[src/rtl/dmem_arbiter.sv]
// Data-memory arbiter: shares one single-port memory between the MEM stage and a debug port.
// Optional mem_ready timeout with bus_err is enabled by defining DMEM_ARB_TIMEOUT_EN.
module dmem_arbiter #(
    parameter int unsigned ADDR_W       = 12,
    parameter int unsigned STARVE_LIMIT = 4,
    parameter int unsigned TIMEOUT_CYC  = 16
) (
    input  logic              clk,
    input  logic              rst_n,
    input  logic              cpu_req,
    input  logic              cpu_we,
    input  logic [31:0]       cpu_addr,
    input  logic [31:0]       cpu_wdata,
    input  logic [3:0]        cpu_be,
    output logic              cpu_stall,
    output logic [31:0]       cpu_rdata,
    input  logic              dbg_req,
    input  logic              dbg_we,
    input  logic [ADDR_W-1:0] dbg_addr,
    input  logic [31:0]       dbg_wdata,
    output logic              dbg_gnt,
    output logic [31:0]       dbg_rdata,
    output logic              dbg_rvalid,
    output logic              mem_req,
    output logic              mem_we,
    output logic [ADDR_W-1:0] mem_addr,
    output logic [31:0]       mem_wdata,
    output logic [3:0]        mem_be,
    input  logic [31:0]       mem_rdata,
    input  logic              mem_ready,
    output logic              bus_err
);

    localparam int unsigned SW = $clog2(STARVE_LIMIT + 1);

    typedef enum logic [1:0] {ST_IDLE, ST_CPU, ST_DBG} state_t;

    state_t          state;
    logic [SW-1:0]   starve_cnt;
    logic            cpu_win;
    logic            dbg_win;
    logic            abort;
    logic            done;
    logic [31:0]     rdata_next;

    // Byte-address bits outside the word index are intentionally dropped (address wraps).
    logic unused_addr_bits;
    assign unused_addr_bits = ^{cpu_addr[31:ADDR_W+2], cpu_addr[1:0]};

`ifdef DMEM_ARB_TIMEOUT_EN
    localparam int unsigned TW = $clog2(TIMEOUT_CYC + 1);

    logic [TW-1:0] to_cnt;

    assign abort = (state != ST_IDLE) && !mem_ready && (to_cnt == TW'(TIMEOUT_CYC - 1));

    // Wait counter restarts on every grant; bus_err pulses the cycle after an abort.
    always_ff @(posedge clk or negedge rst_n) begin
        if (!rst_n) begin
            to_cnt  <= '0;
            bus_err <= 1'b0;
        end else begin
            bus_err <= abort;
            if (state == ST_IDLE) begin
                to_cnt <= '0;
            end else if (to_cnt != TW'(TIMEOUT_CYC)) begin
                to_cnt <= to_cnt + TW'(1);
            end
        end
    end
`else
    localparam int unsigned UNUSED_TIMEOUT_CYC = TIMEOUT_CYC;

    assign abort   = 1'b0;
    assign bus_err = 1'b0;
`endif

    assign done       = (state != ST_IDLE) && (mem_ready || abort);
    assign rdata_next = mem_ready ? mem_rdata : 32'h0;

    // CPU has priority unless debug has been starved for STARVE_LIMIT grants.
    assign cpu_win = (state == ST_IDLE) && cpu_req &&
                     (!dbg_req || (starve_cnt != SW'(STARVE_LIMIT)));
    assign dbg_win = (state == ST_IDLE) && dbg_req && !cpu_win;

    assign cpu_stall = rst_n && cpu_req && !((state == ST_CPU) && done);
    assign dbg_gnt   = (state == ST_DBG) && done;

    always_ff @(posedge clk or negedge rst_n) begin
        if (!rst_n) begin
            state      <= ST_IDLE;
            mem_req    <= 1'b0;
            mem_we     <= 1'b0;
            mem_addr   <= '0;
            mem_wdata  <= '0;
            mem_be     <= '0;
            cpu_rdata  <= '0;
            dbg_rdata  <= '0;
            dbg_rvalid <= 1'b0;
        end else begin
            dbg_rvalid <= 1'b0;
            case (state)
                ST_IDLE: begin
                    if (cpu_win) begin
                        mem_req   <= 1'b1;
                        mem_we    <= cpu_we;
                        mem_addr  <= cpu_addr[ADDR_W+1:2];
                        mem_wdata <= cpu_wdata;
                        mem_be    <= cpu_we ? cpu_be : 4'hF;
                        state     <= ST_CPU;
                    end else if (dbg_win) begin
                        mem_req   <= 1'b1;
                        mem_we    <= dbg_we;
                        mem_addr  <= dbg_addr;
                        mem_wdata <= dbg_wdata;
                        mem_be    <= 4'hF;
                        state     <= ST_DBG;
                    end
                end
                ST_CPU: begin
                    if (done) begin
                        mem_req <= 1'b0;
                        state   <= ST_IDLE;
                        if (!mem_we) begin
                            cpu_rdata <= rdata_next;
                        end
                    end
                end
                ST_DBG: begin
                    if (done) begin
                        mem_req <= 1'b0;
                        state   <= ST_IDLE;
                        if (!mem_we) begin
                            dbg_rdata  <= rdata_next;
                            dbg_rvalid <= 1'b1;
                        end
                    end
                end
                default: begin
                    mem_req <= 1'b0;
                    state   <= ST_IDLE;
                end
            endcase
        end
    end

    // Starvation counter: counts CPU wins over a waiting debug request.
    always_ff @(posedge clk or negedge rst_n) begin
        if (!rst_n) begin
            starve_cnt <= '0;
        end else if (!dbg_req || dbg_win) begin
            starve_cnt <= '0;
        end else if (cpu_win && (starve_cnt != SW'(STARVE_LIMIT))) begin
            starve_cnt <= starve_cnt + SW'(1);
        end
    end

endmodule

[config.mk]
export PLATFORM = sky130hd
export DESIGN_NAME = dmem_arbiter
export DESIGN_NICKNAME = d
export VERILOG_FILES = /design/src/rtl/dmem_arbiter.sv
export SDC_FILE = /design/constraint.sdc
export NUM_CORES = 1
export LEC_CHECK = 0
export CAP_MARGIN = 20
export CORE_MARGIN = 2
export CORE_UTILIZATION = 38
export CTS_BUF_LIST = sky130_fd_sc_hd__clkbuf_4 sky130_fd_sc_hd__clkbuf_8
export CTS_CLUSTER_SIZE = 30
export DETAILED_ROUTE_END_ITERATION = 10
export HOLD_SLACK_MARGIN = 0.06
export PLACE_DENSITY = 0.81
export REMOVE_ABC_BUFFERS = 1
export SLEW_MARGIN = 15
export SYNTH_ARGS = -nofsm -noshare
export SYNTH_HDL_FRONTEND = slang
export SYNTH_SLANG_ARGS = --single-unit
[constraint.sdc]
create_clock -name clk -period 1.4 [get_ports clk]
set_input_delay 0.35 -clock clk [delete_from_list [all_inputs] [get_ports clk]]
set_output_delay 0.35 -clock clk [all_outputs]
set_load 0.01 [all_outputs]
# After elaboration in Yosys (flattened, before gate mapping)
# Cells that the tools add are included.
dict set report word_totals {
  reg_bits 120
  latchBits 0
  mem_bits_rw 0
  rom_bits 0
  inputBits 151
  output_inout_bits 118
  elab_cells 64
  n_memories 0
}
dict set report op_classes {
  addsub 1
  n_mul 0
  n_div 0
  n_lt_le_gt_ge 0
  eq_ne 5
  shift 0
  muxes 23
  bitwise 1
  n_reduce_logical 24
}
# op n
set ops {}
lappend ops {{$mux 32} 3}
lappend ops {{$mux 12} 2}
lappend ops {{$mux 4} 3}
lappend ops {{$logic_and 1x1->1} 10}
lappend ops {{$mux 1} 8}
lappend ops {{$mux 2} 3}
lappend ops {{$mux 3} 2}
lappend ops {{$ne 3x3->1 const B} 2}
lappend ops {{$reduce_and 3->1} 2}
lappend ops {{$reduce_bool 2->1} 3}
lappend ops {{$pmux 2 s2} 1}
lappend ops {{$reduce_and 2->1} 2}
lappend ops {{$add 3x1->3 const B} 1}
lappend ops {{$logic_not 1->1} 3}
lappend ops {{$eq 2x1->1 const B} 1}
lappend ops {{$eq 2x2->1 const B} 1}
lappend ops {{$logic_not 2->1} 1}
lappend ops {{$logic_or 1x1->1} 2}
lappend ops {{$ne 2x1->1 const B} 1}
lappend ops {{$pmux 1 s2} 1}
lappend ops {{$reduce_or 2->1} 1}
lappend ops {{$not 1->1} 1}

# Longest topological paths before layout
dict set report logic_depth {
  depth_word 8
  mapped_depth 8
  ltp_nobuf 5
}

# Worst setup path before layout
# Ideal clock, no wire load.
dict set report synth_timing {
  path_kind {flip-flop to flip-flop}
  from {register state[0]}
  to {register dbg_rdata[12]}
  setup_ns 0.133
  arrival_time_ns 1.313
  required_ns 1.267
  path_slack_ns -0.046
  path_stages_with_launch 9
  n_path_buf 3
  period_less_slack_ns 1.446
  cell_sequence {dfrtp_1 > inv_1 > ha_1 > buf_6 > nand4bb_1 > buf_4 > buf_6 > nand2_1 > o21ai_0}
}
dict set report synth_via {
  elab_chain_cells 3
  word_cells_on_any_way 4
  cone_classes {eq/ne (1); reduce/logical (3)}
}
# element line_no
set synth_rtl {}
lappend synth_rtl {{from (decl)} 38} ;# state_t state;
lappend synth_rtl {{from (signal assigned)} 91} ;# state <= ST_IDLE;
lappend synth_rtl {{from (signal assigned)} 110} ;# state <= ST_CPU;
lappend synth_rtl {{from (signal assigned)} 117} ;# state <= ST_DBG;
lappend synth_rtl {{$reduce_bool 2->1} 78} ;# assign done = (state != ST_IDLE) && (mem_ready || abort);
lappend synth_rtl {{$logic_and 1x1->1} 78}
lappend synth_rtl {{$reduce_and 3->1 (no line) *} --}
lappend synth_rtl {{to (signal assigned)} 134} ;# dbg_rdata <= rdata_next;
lappend synth_rtl {{to (decl)} 22} ;# output logic [31:0] dbg_rdata,
# Every way passes the cells marked *; elsewhere a longest branch is shown, timed or not.
# A chain may end at the register's enable or synchronous reset.

# Final worst setup path
dict set report layout_timing {
  from {register state[1]}
  to {output dbg_gnt}
}
dict set report layout_via {
  elab_chain_cells 3
  word_cells_on_any_way 4
  cone_classes {eq/ne (1); reduce/logical (3)}
}
# element line_no
set layout_rtl {}
lappend layout_rtl {{$reduce_bool 2->1} 78}
lappend layout_rtl {{$logic_and 1x1->1} 78}
lappend layout_rtl {{$logic_and 1x1->1 *} 87} ;# assign dbg_gnt = (state == ST_DBG) && done;
lappend layout_rtl {{to (decl)} 21} ;# output logic dbg_gnt,
# Marked as above.

==> metrics.txt <==
# TYPE chip_impl_metric gauge
chip_impl_info{name="status",value="finished with violations"} 1
chip_impl_info{name="failed_checks",value="negative setup slack"} 1
chip_impl_metric{name="dp_hpwl",unit="mm"} 11.7
chip_impl_metric{name="path_max_fanout",unit=""} 3
chip_impl_metric{name="fp.dieArea",unit="um2"} 15800
chip_impl_info{name="most_common_cell_after_layout_fill_and_taps_aside",value="clkdlybuf4s50_1"} 1
chip_impl_metric{name="cellLeakagePower",unit="nW"} 4.85
chip_impl_metric{name="period_share",unit="%"} 131
chip_impl_metric{name="worstSkewPairLatency",unit="ns"} 0.44
chip_impl_metric{name="layout-drive-gt1-share",unit="%"} 45.1
chip_impl_metric{name="post_drt_via_cell_ratio",unit=""} 5.22
chip_impl_info{name="tritoncts_clock_tree",value="yes"} 1
chip_impl_metric{name="gr-total-overflow",unit=""} 0
chip_impl_metric{name="route.detailed.drc",unit=""} 0
chip_impl_metric{name="io_pins",unit=""} 269
chip_impl_metric{name="layout-area-overhead-vs-synth",unit="%"} 81.7
chip_impl_metric{name="die_w",unit="um"} 126
chip_impl_info{name="critPathTopFamily",value="flip-flops"} 1
chip_impl_metric{name="detail_route.wirelength",unit="mm"} 22.4
chip_impl_metric{name="syn_area",unit="um2"} 5610
chip_impl_metric{name="synth-seq-cells",unit=""} 120
chip_impl_metric{name="period_minus_slack",unit="ns"} 1.84
chip_impl_info{name="unrepaired_setup_endpoints_after_global_routing",value="yes"} 1
chip_impl_info{name="critPathLaunchType",value="flop"} 1
chip_impl_metric{name="cts-root-to-sink-buffers",unit=""} 2
chip_impl_metric{name="crit_required",unit="ns"} 1.05
chip_impl_info{name="synth_ff_type",value="dfrtp_1"} 1
chip_impl_metric{name="post_synth_num_cell_types",unit=""} 39
chip_impl_metric{name="yosysSeqAreaShare",unit="%"} 53.5
chip_impl_metric{name="worst-slew-pin-transition",unit="ns"} 0.940
chip_impl_metric{name="final_nets",unit=""} 1065
chip_impl_metric{name="grt_use_total",unit="%"} 27.1
chip_impl_metric{name="first_iter_violations",unit=""} 235
chip_impl_metric{name="synthesis.area_per_instance",unit="um2"} 10.2
chip_impl_metric{name="placed_cells_incl_taps",unit=""} 985
chip_impl_metric{name="first_global_vias",unit=""} 5944
chip_impl_metric{name="synthesis.yosys.warnings",unit=""} 0
chip_impl_metric{name="setup_slack",unit="ns"} -0.439
chip_impl_metric{name="worst_path_largest_cell_delay",unit="ns"} 0.42
chip_impl_metric{name="hold_violations",unit=""} 0
chip_impl_metric{name="finalClockSkew",unit="ns"} 0.0110
chip_impl_metric{name="max_freq",unit="MHz"} 544
chip_impl_metric{name="io_buffer_count",unit=""} 247
chip_impl_metric{name="drt-wirelength-per-cell",unit="um"} 20.2
chip_impl_metric{name="cts.htree.levels",unit=""} 4
chip_impl_metric{name="met2_demand_to_capacity_share_in_global_routing",unit="%"} 48.3
chip_impl_metric{name="final_cell_count_no_fill",unit=""} 1106
chip_impl_metric{name="initial_utilization",unit="%"} 38.7
chip_impl_metric{name="fp.coreArea",unit="um2"} 14500
chip_impl_metric{name="final_max_slew_viol_count",unit=""} 0
chip_impl_metric{name="met1_global_route_usage",unit="%"} 30.4
chip_impl_metric{name="placementRows",unit=""} 44
chip_impl_metric{name="path_clk_slew",unit="ns"} 0.08
chip_impl_metric{name="drv_cap",unit=""} 0
chip_impl_metric{name="detail_route.first_pass.iterations",unit=""} 4
chip_impl_metric{name="number_of_gates_on_the_worst_path_with_buffers_counted",unit=""} 5
chip_impl_metric{name="ant_nets",unit=""} 0
chip_impl_metric{name="synth_enable_flop_cells",unit=""} 0
chip_impl_metric{name="ir_worst_vdd",unit="mV"} 0.879
chip_impl_metric{name="maxSlewHeadroom",unit="%"} 37.3
chip_impl_info{name="clock_tree_root_driver_cell",value="clkbuf_8"} 1
chip_impl_metric{name="async_flop_share",unit="%"} 100
chip_impl_metric{name="finalHoldWorstSlack",unit="ns"} 0.123
chip_impl_metric{name="global_route_wire_length_before_repair",unit="mm"} 32.9
chip_impl_metric{name="multi_input_comb_area",unit="um2"} 2550
chip_impl_metric{name="tritoncts_num_sinks",unit=""} 120
chip_impl_info{name="most-common-layout-cells",value="clkdlybuf4s50_1 (129), dfrtp_1 (120), buf_2 (112)"} 1
chip_impl_metric{name="antenna_violations_before_repair",unit=""} 0
chip_impl_metric{name="cp_num_buf_inv",unit=""} 3
chip_impl_metric{name="final_core_utilization",unit="%"} 70.4
chip_impl_metric{name="area.sequential",unit="um2"} 3000
chip_impl_metric{name="syn-instance-count",unit=""} 551
chip_impl_metric{name="setup_viol_count_final",unit=""} 121
chip_impl_info{name="hold_path_class",value="input port to async pin"} 1
chip_impl_metric{name="timing.reg2reg.worst_path_depth",unit=""} 8
chip_impl_metric{name="power_per_cell_area",unit="nW/um2"} 1980
chip_impl_metric{name="grt_max_degree",unit=""} 72
chip_impl_metric{name="globalplace.congestion",unit=""} 0.799
chip_impl_info{name="cp_cell_sequence",value="inv_2 > ha_4 > inv_4 > and3_4 > buf_6"} 1
chip_impl_metric{name="vias",unit=""} 5769
chip_impl_metric{name="cts_inserted_buffers",unit=""} 17
chip_impl_metric{name="die_h",unit="um"} 126
chip_impl_info{name="worstSetupEndpointType",value="output pin"} 1
chip_impl_info{name="timing.critical_path.slowest_stage_cell",value="dfrtp_1"} 1
chip_impl_metric{name="crit_arrival",unit="ns"} 1.49
chip_impl_metric{name="globalRouteMet3Util",unit="%"} 8.17
chip_impl_info{name="path_class",value="flop to output pin"} 1
chip_impl_metric{name="fill_cells",unit=""} 1034
chip_impl_info{name="layer_with_the_highest_usage",value="met2"} 1
chip_impl_metric{name="antenna_cells",unit=""} 0
synthesized netlist by cell type, types with 2 or more instances:
library cell	instances	area share, %
ha_1	5	1.1
o21ai_1	27	2.4
nor2_1	2	0.13
buf_8	4	1.1
a31oi_1	2	0.22
o211ai_2	40	8.9
buf_2	18	1.6
nand4bb_1	2	0.40
clkbuf_1	3	0.20
nand2_1	144	9.6
buf_6	9	1.8
o21ai_0	29	2.6
dfrtp_1	120	54
o22a_1	4	0.62
o21ai_2	10	1.6
buf_4	8	1.1
o211ai_1	48	6.4
inv_1	51	3.4
nand3_1	3	0.27
a21boi_0	3	0.40
layer usage:
| metal | vias up | share of wire (%) |
|---|---|---|
| li1 | 2608 | - |
| met1 | 2799 | 36 |
| met2 | 317 | 52 |
| met3 | 45 | 8.5 |
| met4 | 0 | 2.5 |
| met5 | - | 0 |
report_power, final:
part	internal, mW	leakage [nW]	switching (mW)	total [mW]
clock network	1.76	0.206	1.57	3.33
registers	4.97	1.52	0.880	5.85
logic	5.79	3.13	5.24	11.0
total	12.5	4.85	7.69	20.2
final timing paths:
path / slack, ns / endpoint / from
min in group clk: 0.47 / mem_wdata[4] / cpu_wdata[4]
min: 0.12 / mem_req / rst_n
min reg2reg: 0.48 / dbg_rdata[3] / dbg_rdata[3]
max reg2reg: -0.41 / cpu_rdata[28] / state[1]
max in group asynchronous: 0.54 / mem_wdata[25] / rst_n
max: -0.44 / dbg_gnt / state[1]
registers in the layout, indices dropped and copies added (netlist names):
signal	count
cpu_rdata	32
dbg_rdata	32
mem_wdata	32
mem_addr	12
mem_be	4
starve_cnt	3
state	2
dbg_rvalid	1
mem_req	1
mem_we	1
final cells by class:
| class | instances | area share [%] |
|---|---|---|
| Clock buffer | 17 | 2.30 |
| Tap cell | 184 | 2.26 |
| Timing Repair Buffer | 380 | 37.3 |
| Inverter | 51 | 1.90 |
| Sequential cell | 120 | 29.5 |
| Multi-Input combinational cell | 339 | 25.0 |
| Clock inverter | 15 | 1.74 |
kinds of logic after synthesis:
kind of cell | share of synthesized area (%)
buffers and inverters | 9.37
AO/OA/AOI/OAI | 24.1
adder cells (fa/ha/maj) | 1.12
other | 0.0668
flip-flops | 53.5
multiplexers | 0.178
AND/OR/NAND/NOR | 11.7
metrics by stage:
stage | total power, mW | setup WS [ns] | setup TNS, ns | area [um2]
global route | 21.2 | -0.480 | -37.59 | 10200
finish | 20.2 | -0.439 | -32.11 | 10200
floorplan | 9.18 | -1.56 | -151.77 | 5280
CTS | 19.4 | -0.403 | -29.45 | 9910
detailed placement | 14.3 | -0.584 | -51.00 | 8460
global placement | 14.1 | -0.592 | -49.50 | 8460
worst min-delay path, stage by stage:
cell and delay, ns:
buf_4 0.09, buf_4 0.10, buf_4 0.52
timing repair:
action,CTS,global route
gates cloned,29,3
pin swaps,68,5
resized for setup,627,28
hold buffers,0,0
setup buffers,45,15
setup endpoints to repair,235,132
Note: power is estimated with default switching activity, not from simulation.
